===== src/rtl/awgn_pkg.sv =====
// Shared fixed-point constants and FSM state type for the Box-Muller AWGN datapath.
package awgn_pkg;

    localparam int LOG_W    = 31;
    localparam int LOG_FRAC = 24;
    localparam int F_W      = 17;
    localparam int F_FRAC   = 13;

    typedef enum logic [1:0] {
        IDLE = 2'd0,
        CALC = 2'd1,
        DONE = 2'd2
    } sqrt_state_e;

endpackage


===== src/rtl/sqrt_f_step.sv =====
// One digit of a non-restoring square root: folds in two radicand bits and
// decides one root bit. Remainder is signed, QW+2 bits wide.
module sqrt_f_step #(
    parameter int QW = 17
) (
    input  logic [QW+1:0] rem_i,
    input  logic [QW-1:0] root_i,
    input  logic [1:0]    bits_i,
    output logic [QW+1:0] rem_o,
    output logic          root_bit_o
);

    logic [QW+1:0] shifted_s;

    // Negative remainder adds back (4q+3), otherwise trial-subtracts (4q+1).
    always_comb begin
        shifted_s = {rem_i[QW-1:0], bits_i};
        if (rem_i[QW+1]) begin
            rem_o = shifted_s + {root_i, 2'b11};
        end else begin
            rem_o = shifted_s - {root_i, 2'b01};
        end
        root_bit_o = ~rem_o[QW+1];
    end

endmodule


===== src/rtl/sqrt_f.sv =====
// f = sqrt(-2*e) with e = ln(u0) in Q7.24, f in Q4.13, one root bit per clock.
// Optional macro SQRT_F_ROUND_EN: one extra guard iteration, round half up, saturate.
module sqrt_f
    import awgn_pkg::*;
#(
    parameter int IN_W     = LOG_W,
    parameter int IN_FRAC  = LOG_FRAC,
    parameter int OUT_W    = F_W,
    parameter int OUT_FRAC = F_FRAC
) (
    input  logic             clk,
    input  logic             rst,
    input  logic             in_valid,
    output logic             in_ready,
    input  logic [IN_W-1:0]  e_in,
    output logic             out_valid,
    input  logic             out_ready,
    output logic [OUT_W-1:0] f_out,
    output logic             clamp
);

`ifdef SQRT_F_ROUND_EN
    localparam int ITER = OUT_W + 1;
`else
    localparam int ITER = OUT_W;
`endif
    localparam int RADW = 2 * ITER;
    // -2*e scaled from IN_FRAC to 2*ITER-2*OUT_W+2*OUT_FRAC fractional bits
    localparam int SH   = 2 * OUT_FRAC - IN_FRAC + 1 + 2 * (ITER - OUT_W);
    localparam int CW   = $clog2(ITER + 1);

    sqrt_state_e      state_q, state_d;
    logic             in_ready_q, in_ready_d;
    logic             out_valid_q, out_valid_d;
    logic [OUT_W-1:0] f_out_q, f_out_d;
    logic             clamp_q, clamp_d;
    logic [RADW-1:0]  rad_q, rad_d;
    logic [ITER+1:0]  rem_q, rem_d;
    logic [ITER-1:0]  root_q, root_d;
    logic [CW-1:0]    cnt_q, cnt_d;

    logic [IN_W-1:0]  mag_s;
    logic [RADW-1:0]  rad_init_s;
    logic             e_pos_s;
    logic [ITER+1:0]  rem_s;
    logic             root_bit_s;
    logic [ITER-1:0]  root_next_s;
    logic [OUT_W-1:0] res_s;
`ifdef SQRT_F_ROUND_EN
    logic [ITER:0]    rnd_s;
`endif

    sqrt_f_step #(.QW(ITER)) u_step (
        .rem_i      (rem_q),
        .root_i     (root_q),
        .bits_i     (rad_q[RADW-1 -: 2]),
        .rem_o      (rem_s),
        .root_bit_o (root_bit_s)
    );

    // Operand preparation and final result formatting.
    always_comb begin
        mag_s       = '0 - e_in;
        rad_init_s  = RADW'(mag_s) << SH;
        e_pos_s     = ~e_in[IN_W-1] & (|e_in[IN_W-2:0]);
        root_next_s = {root_q[ITER-2:0], root_bit_s};
`ifdef SQRT_F_ROUND_EN
        rnd_s = {1'b0, root_next_s} + {{ITER{1'b0}}, 1'b1};
        if (rnd_s[ITER]) begin
            res_s = '1;
        end else begin
            res_s = rnd_s[ITER-1:1];
        end
`else
        res_s = root_next_s;
`endif
    end

    // Next-state and output decode.
    always_comb begin
        state_d     = state_q;
        in_ready_d  = in_ready_q;
        out_valid_d = out_valid_q;
        f_out_d     = f_out_q;
        clamp_d     = clamp_q;
        rad_d       = rad_q;
        rem_d       = rem_q;
        root_d      = root_q;
        cnt_d       = cnt_q;
        case (state_q)
            IDLE: begin
                if (in_valid) begin
                    state_d    = CALC;
                    in_ready_d = 1'b0;
                    clamp_d    = e_pos_s;
                    rad_d      = e_pos_s ? '0 : rad_init_s;
                    rem_d      = '0;
                    root_d     = '0;
                    cnt_d      = CW'(ITER);
                end else begin
                    state_d = IDLE;
                end
            end
            CALC: begin
                rad_d  = rad_q << 2;
                rem_d  = rem_s;
                root_d = root_next_s;
                cnt_d  = cnt_q - CW'(1);
                if (cnt_q == CW'(1)) begin
                    state_d     = DONE;
                    out_valid_d = 1'b1;
                    f_out_d     = res_s;
                end else begin
                    state_d = CALC;
                end
            end
            DONE: begin
                if (out_ready) begin
                    state_d     = IDLE;
                    out_valid_d = 1'b0;
                    in_ready_d  = 1'b1;
                end else begin
                    state_d = DONE;
                end
            end
            default: begin
                state_d     = IDLE;
                in_ready_d  = 1'b1;
                out_valid_d = 1'b0;
            end
        endcase
    end

    // State and output registers.
    always_ff @(posedge clk or posedge rst) begin
        if (rst) begin
            state_q     <= IDLE;
            in_ready_q  <= 1'b1;
            out_valid_q <= 1'b0;
            f_out_q     <= '0;
            clamp_q     <= 1'b0;
            rad_q       <= '0;
            rem_q       <= '0;
            root_q      <= '0;
            cnt_q       <= '0;
        end else begin
            state_q     <= state_d;
            in_ready_q  <= in_ready_d;
            out_valid_q <= out_valid_d;
            f_out_q     <= f_out_d;
            clamp_q     <= clamp_d;
            rad_q       <= rad_d;
            rem_q       <= rem_d;
            root_q      <= root_d;
            cnt_q       <= cnt_d;
        end
    end

    assign in_ready  = in_ready_q;
    assign out_valid = out_valid_q;
    assign f_out     = f_out_q;
    assign clamp     = clamp_q;

endmodule


===== config.mk =====
export PLATFORM = sky130hd
export DESIGN_NAME = sqrt_f
export DESIGN_NICKNAME = d
export VERILOG_FILES = /design/src/rtl/awgn_pkg.sv /design/src/rtl/sqrt_f_step.sv /design/src/rtl/sqrt_f.sv
export SDC_FILE = /design/constraint.sdc
export NUM_CORES = 1
export LEC_CHECK = 0
export ABC_AREA = 0
export CAP_MARGIN = 15
export CORE_UTILIZATION = 25
export CTS_BUF_LIST = sky130_fd_sc_hd__clkbuf_8
export DETAILED_ROUTE_END_ITERATION = 10
export PLACE_DENSITY = 0.4
export SYNTH_ARGS = -nofsm -noshare
export SYNTH_HDL_FRONTEND = slang
export SYNTH_SLANG_ARGS = --single-unit

===== constraint.sdc =====
create_clock -name clk -period 5.2 [get_ports clk]
set_input_delay 1.04 -clock clk [delete_from_list [all_inputs] [get_ports clk]]
set_output_delay 1.04 -clock clk [all_outputs]
set_load 0.005 [all_outputs]

* Word-level counts from Yosys, hierarchy flattened *
Index checks and enable logic that the tools add are counted.
W data, S select, Z words.

operators by class
  bitwise operators = 5
  reductions and logical operators = 8
  muxes and demuxes = 20
  divide/modulo/power cells = 0
  $add $sub $neg = 4
  eq/ne operators = 6
  shifts and indexed selects = 0
  $lt $le $gt $ge = 0
  multiply operators = 0

operators by type and width
  cell                     count
  $mux W34                 2
  $pmux W34 S2             1
  $mux W19                 2
  $pmux W19 S2             1
  $pmux W17 S2             1
  $sub A1 B31 Y31 const A  1
  $reduce_or A30 Y1        1
  $add A19 B19 Y19         1
  $sub A19 B19 Y19         1
  $mux W17                 1
  $pmux W5 S2              1
  $ne A2 B2 Y1 const B     3
  $pmux W1 S3              2
  $pmux W2 S3              1
  $reduce_and A2 Y1        3
  $reduce_and A3 Y1        2
  $eq A5 B1 Y1 const B     1
  $mux W1                  5
  $mux W5                  1
  $sub A5 B1 Y5 const B    1
  $mux W2                  2
  $not A1 Y1               4
  $eq A2 B1 Y1 const B     1
  $eq A2 B2 Y1 const B     1
  3 further kinds          3

storage, ports and cells
  word-level logic and storage cells = 52
  input port bits = 35
  latch bits = 0
  memories = 0
  memory bits (read-only) = 0
  output and inout port bits = 20
  bits in writable memories = 0
  register bits = 97

* Depth between registers and ports, before layout *
  depth in word-level cells = 5
  depth in mapped cells = 10
  mapped depth without buffers = 8

* Hierarchy *
Synthesis repeated with hierarchy kept, for this count alone.

second synthesis, totals
  cell total of the unflattened synthesis = 496
  area total of the unflattened synthesis = 5301.3 µm²

by module, submodules not included
  module       instances  area each (µm²)  seq. area each (µm²)  cells each
  sqrt_f       1          4269.1           2353.5                360
  sqrt_f_step  1          1032.2           0.0                   136

* Worst setup path after synthesis *
Ideal clock, no wire load.

  path type = input to register
  start = input e_in[5]
  end = register rad_q[17]
  library setup time = 126 ps
  arrival = 2796 ps
  buffers on the path = 1
  cell stages on the path = 7
  path slack = 2278 ps
  required time = 5074 ps
  path through = or4_1 buf_2 or2_2 or3_1 nor4_2 xor2_1 o22ai_1

between the ends
  cells in the longest elaborated chain, start to end = 5
  elaborated cells on any way between the ends = 6
  those cells by class = 1 x add/sub; 3 x mux; 1 x bitwise; 1 x reduce/logical

ends and longest elaborated chain
  element                                                                  RTL line       source
  from (decl)                                                              sqrt_f.sv:15   input logic [IN_W-1:0] e_in,
  parallel branches: the longest is 2 deep, another holds $sub A1 B31 Y31  -
  $mux W34 *                                                               sqrt_f.sv:96   rad_d = e_pos_s ? '0 : rad_init_s;
  $mux W34 *                                                               sqrt_f.sv:92   if (in_valid) begin
  $pmux W34 S2 *                                                           sqrt_f.sv:90   case (state_q)
  to (signal assigned)                                                     sqrt_f.sv:152  rad_q <= rad_d;
  to (decl)                                                                sqrt_f.sv:37   logic [RADW-1:0] rad_q, rad_d;

Mark *: on every way between the ends. The select of a mux whose other input is x is not followed.
A chain may end at the register's enable or synchronous reset.

* Worst setup path after layout *
  start = input e_in[3]
  end = register rad_q[32]

The elaborated chain is that of the path after synthesis.

==> metrics <==
status finished clean; clock latency at the later pin of the worst-skew pair 0.38 ns; root buf cell clkbuf_8; final setup vio count 0; post-synthesis cell count 565; Max FO, Critical Path 16; htree depth 3; Leak 2.63 nW; Pwr Total 4.46 mW; cell taking the most area after synthesis dfrtp_1; CP Data Required Time 5.49 ns; P_sw 1.96 mW; dpl hpwl 9510 um; Slowest cell on crit path or4_1; max-slew violations 0; fin crit share 64.4%; full die area 21,600 um2; fin crit period 3.35 ns; Clk pwr share 12.5%; Worst path max stage delay 0.67 ns; die height 147 um; average wire per standard cell 15.7 um; largest delay contributor family on the critical path simple AND/OR/NAND/NOR gates; post-route cell area 6320 um2; die width 147 um; Vias/cell 4.76; largest net degree at the start of global routing 57; clock transition at the registers of the reported paths 0.09 ns; setup TNS 0 ns; Sw Ratio 44.0%; vias in the first global route 4,311; area delta synth->final 20.5%; syn_area_per_cell 9.29 um2; CTS Buf Count 9; total I/O pin count 55; most frequent cells after synthesis dfrtp_1, nand2_1, o21ai_0; highest clock rate 299 MHz; Initial Util 25.7%; slew margin rel. 44.6%; placed insts 869; antenna cell count 0; CTS hold repair buffers 0; RSZ-0062 raised after global routing no; initial antenna violation count 0; sequential fraction of the synthesis area 44.4%; final RePlAce weighted congestion 0.779; clock sink count 93; register cell area after layout 2330 um2; Worst setup EP type flip-flop; arrival time at the worst endpoint 3.64 ns; port bufs 54; top cell type's share of synthesized area 43.9%; P_int 2.50 mW; DRT Wirelength 13,900 um; Residual DRC 0; Clock Skews 0.00998 ns; routed via count 4,214; # nets final 667; post-synth cell types 53; first-pass GRT wire length 23,300 um; Combinational Power Share 57.7%; Fillers 2,226; post-cts resize count 0; Area contributors post-synth dfrtp_1, xnor2_1, o21ai_0, nand2_1, ha_1; drt pass-1 iters 4; #FFs+latches synth 93; worst path bufs/invs 2; Seq pwr share 29.8%; setup bufs post-CTS 0; CTS max path bufs 2; share of cells above drive strength 1 8.60%; Peak VDD IR 235 uV; row count 52; Area after DPL 6080 um2; Total GRT Usage 13.7%; count leader, synth dfrtp_1; core area 20,400 um2; Post-synth EDFFs 0; Cell Chain, Critical Path clkdlybuf4s50_1 -> or4_1 -> nor4_4 -> and4b_1 -> nor4b_4 -> o21ai_2 -> buf_8 -> o21ai_0; initial DRC count 174; PwrDens 705 nW/um2; post-route antenna net violation count 0; main flop type after synthesis dfrtp_1; WHS 0.480 ns; Ys Warns 0; Net Count, Synth 621; critical path type input port to flip-flop; Least-Margin Pin Slew 0.830 ns; fraction of registers with async set/reset 100%; gr ovfl total 0; Max Cap Viol 0; TritonCTS clock tree done; multi-input logic area 2770 um2; crit path launch type input port; Final Hold Vio Count 0; worst hold path type flip-flop to flip-flop; cell area after synthesis 5250 um2; fin cells 886
worst paths after layout:
path                       startpoint        end  slack, ns  depth (start not counted)
min in group asynchronous         rst      clamp       1.10                          2
setup / recovery              e_in[3]  rad_q[32]       1.85                          8
hold reg to reg              cnt_q[4]   cnt_q[4]       0.48                          1
setup reg to reg            rem_q[18]   f_out[0]       2.12                          8
hold / removal               cnt_q[4]   cnt_q[4]       0.48                          1
max in group asynchronous         rst  root_q[3]       2.93                          3
power by group through the flow:
stage,Sequential [mW],Clock [mW],Combinational (mW)
finish,1.33,0.557,2.57
global route,1.38,0.606,2.91
floorplan,1.24,0,1.93
detailed placement,1.35,0,2.59
global placement,1.34,0,2.57
CTS,1.34,0.584,2.60
registers in the layout, summed over array words and instances, names as in the netlist, 2 cells and up:
name,cells
rem_q,18
cnt_q,5
root_q,17
state_q,2
f_out,17
rad_q,31
final cells by class:
cell class | count | share of cell area [%]
tap | 270 | 5.34
multi-input combinational | 432 | 43.8
inverter | 12 | 0.732
clock buffer | 10 | 2.18
sequential | 93 | 36.8
timing repair buffer | 63 | 9.74
clock inverter | 6 | 1.37
worst register-to-register path, cell delays in order, from the launching register on:
cell and delay (ns):
dfrtp_1 0.89, xnor2_1 0.17, ha_1 0.42, a21oi_1 0.12, o21a_1 0.26, or4_1 0.53, nand3_1 0.15, xnor2_1 0.15
mux2_2 0.28
layout by cell type, fill, tap and decap left out, drive strengths merged, types with 11 or more instances in the layout:
master / n
nand3: 15
nor2: 32
xnor2: 36
nand2: 72
and3: 16
a21oi: 37
xor2: 20
clkdlybuf4s50: 54
inv: 13
nor3: 11
o21ai: 73
dfrtp: 92
mux2: 17
ha: 21
metrics by stage:
stage,setup slack [ns],util (%)
final,1.85,30.9
after CTS,1.80,30.9
after floorplan,1.74,-
after global placement,1.49,29.8
after detailed placement,1.38,29.8
after global routing,1.65,30.9
layer usage:
layer	track usage (%)	part of all wire, %
met5	0	0
met4	5.57	1.9
met3	1.77	2.1
met2	22.0	46
met1	18.5	50
cells by family after synthesis:
logic type | Yosys count | synth area share [%]
compound gates | 149 | 16.3
xor+xnor | 56 | 9.35
fa+ha+maj | 21 | 5.01
buf+inv | 40 | 3.05
simple gates | 188 | 18.1
mux | 18 | 3.84
flops | 93 | 44.4
No activity file was read; power rests on OpenSTA's default activity.
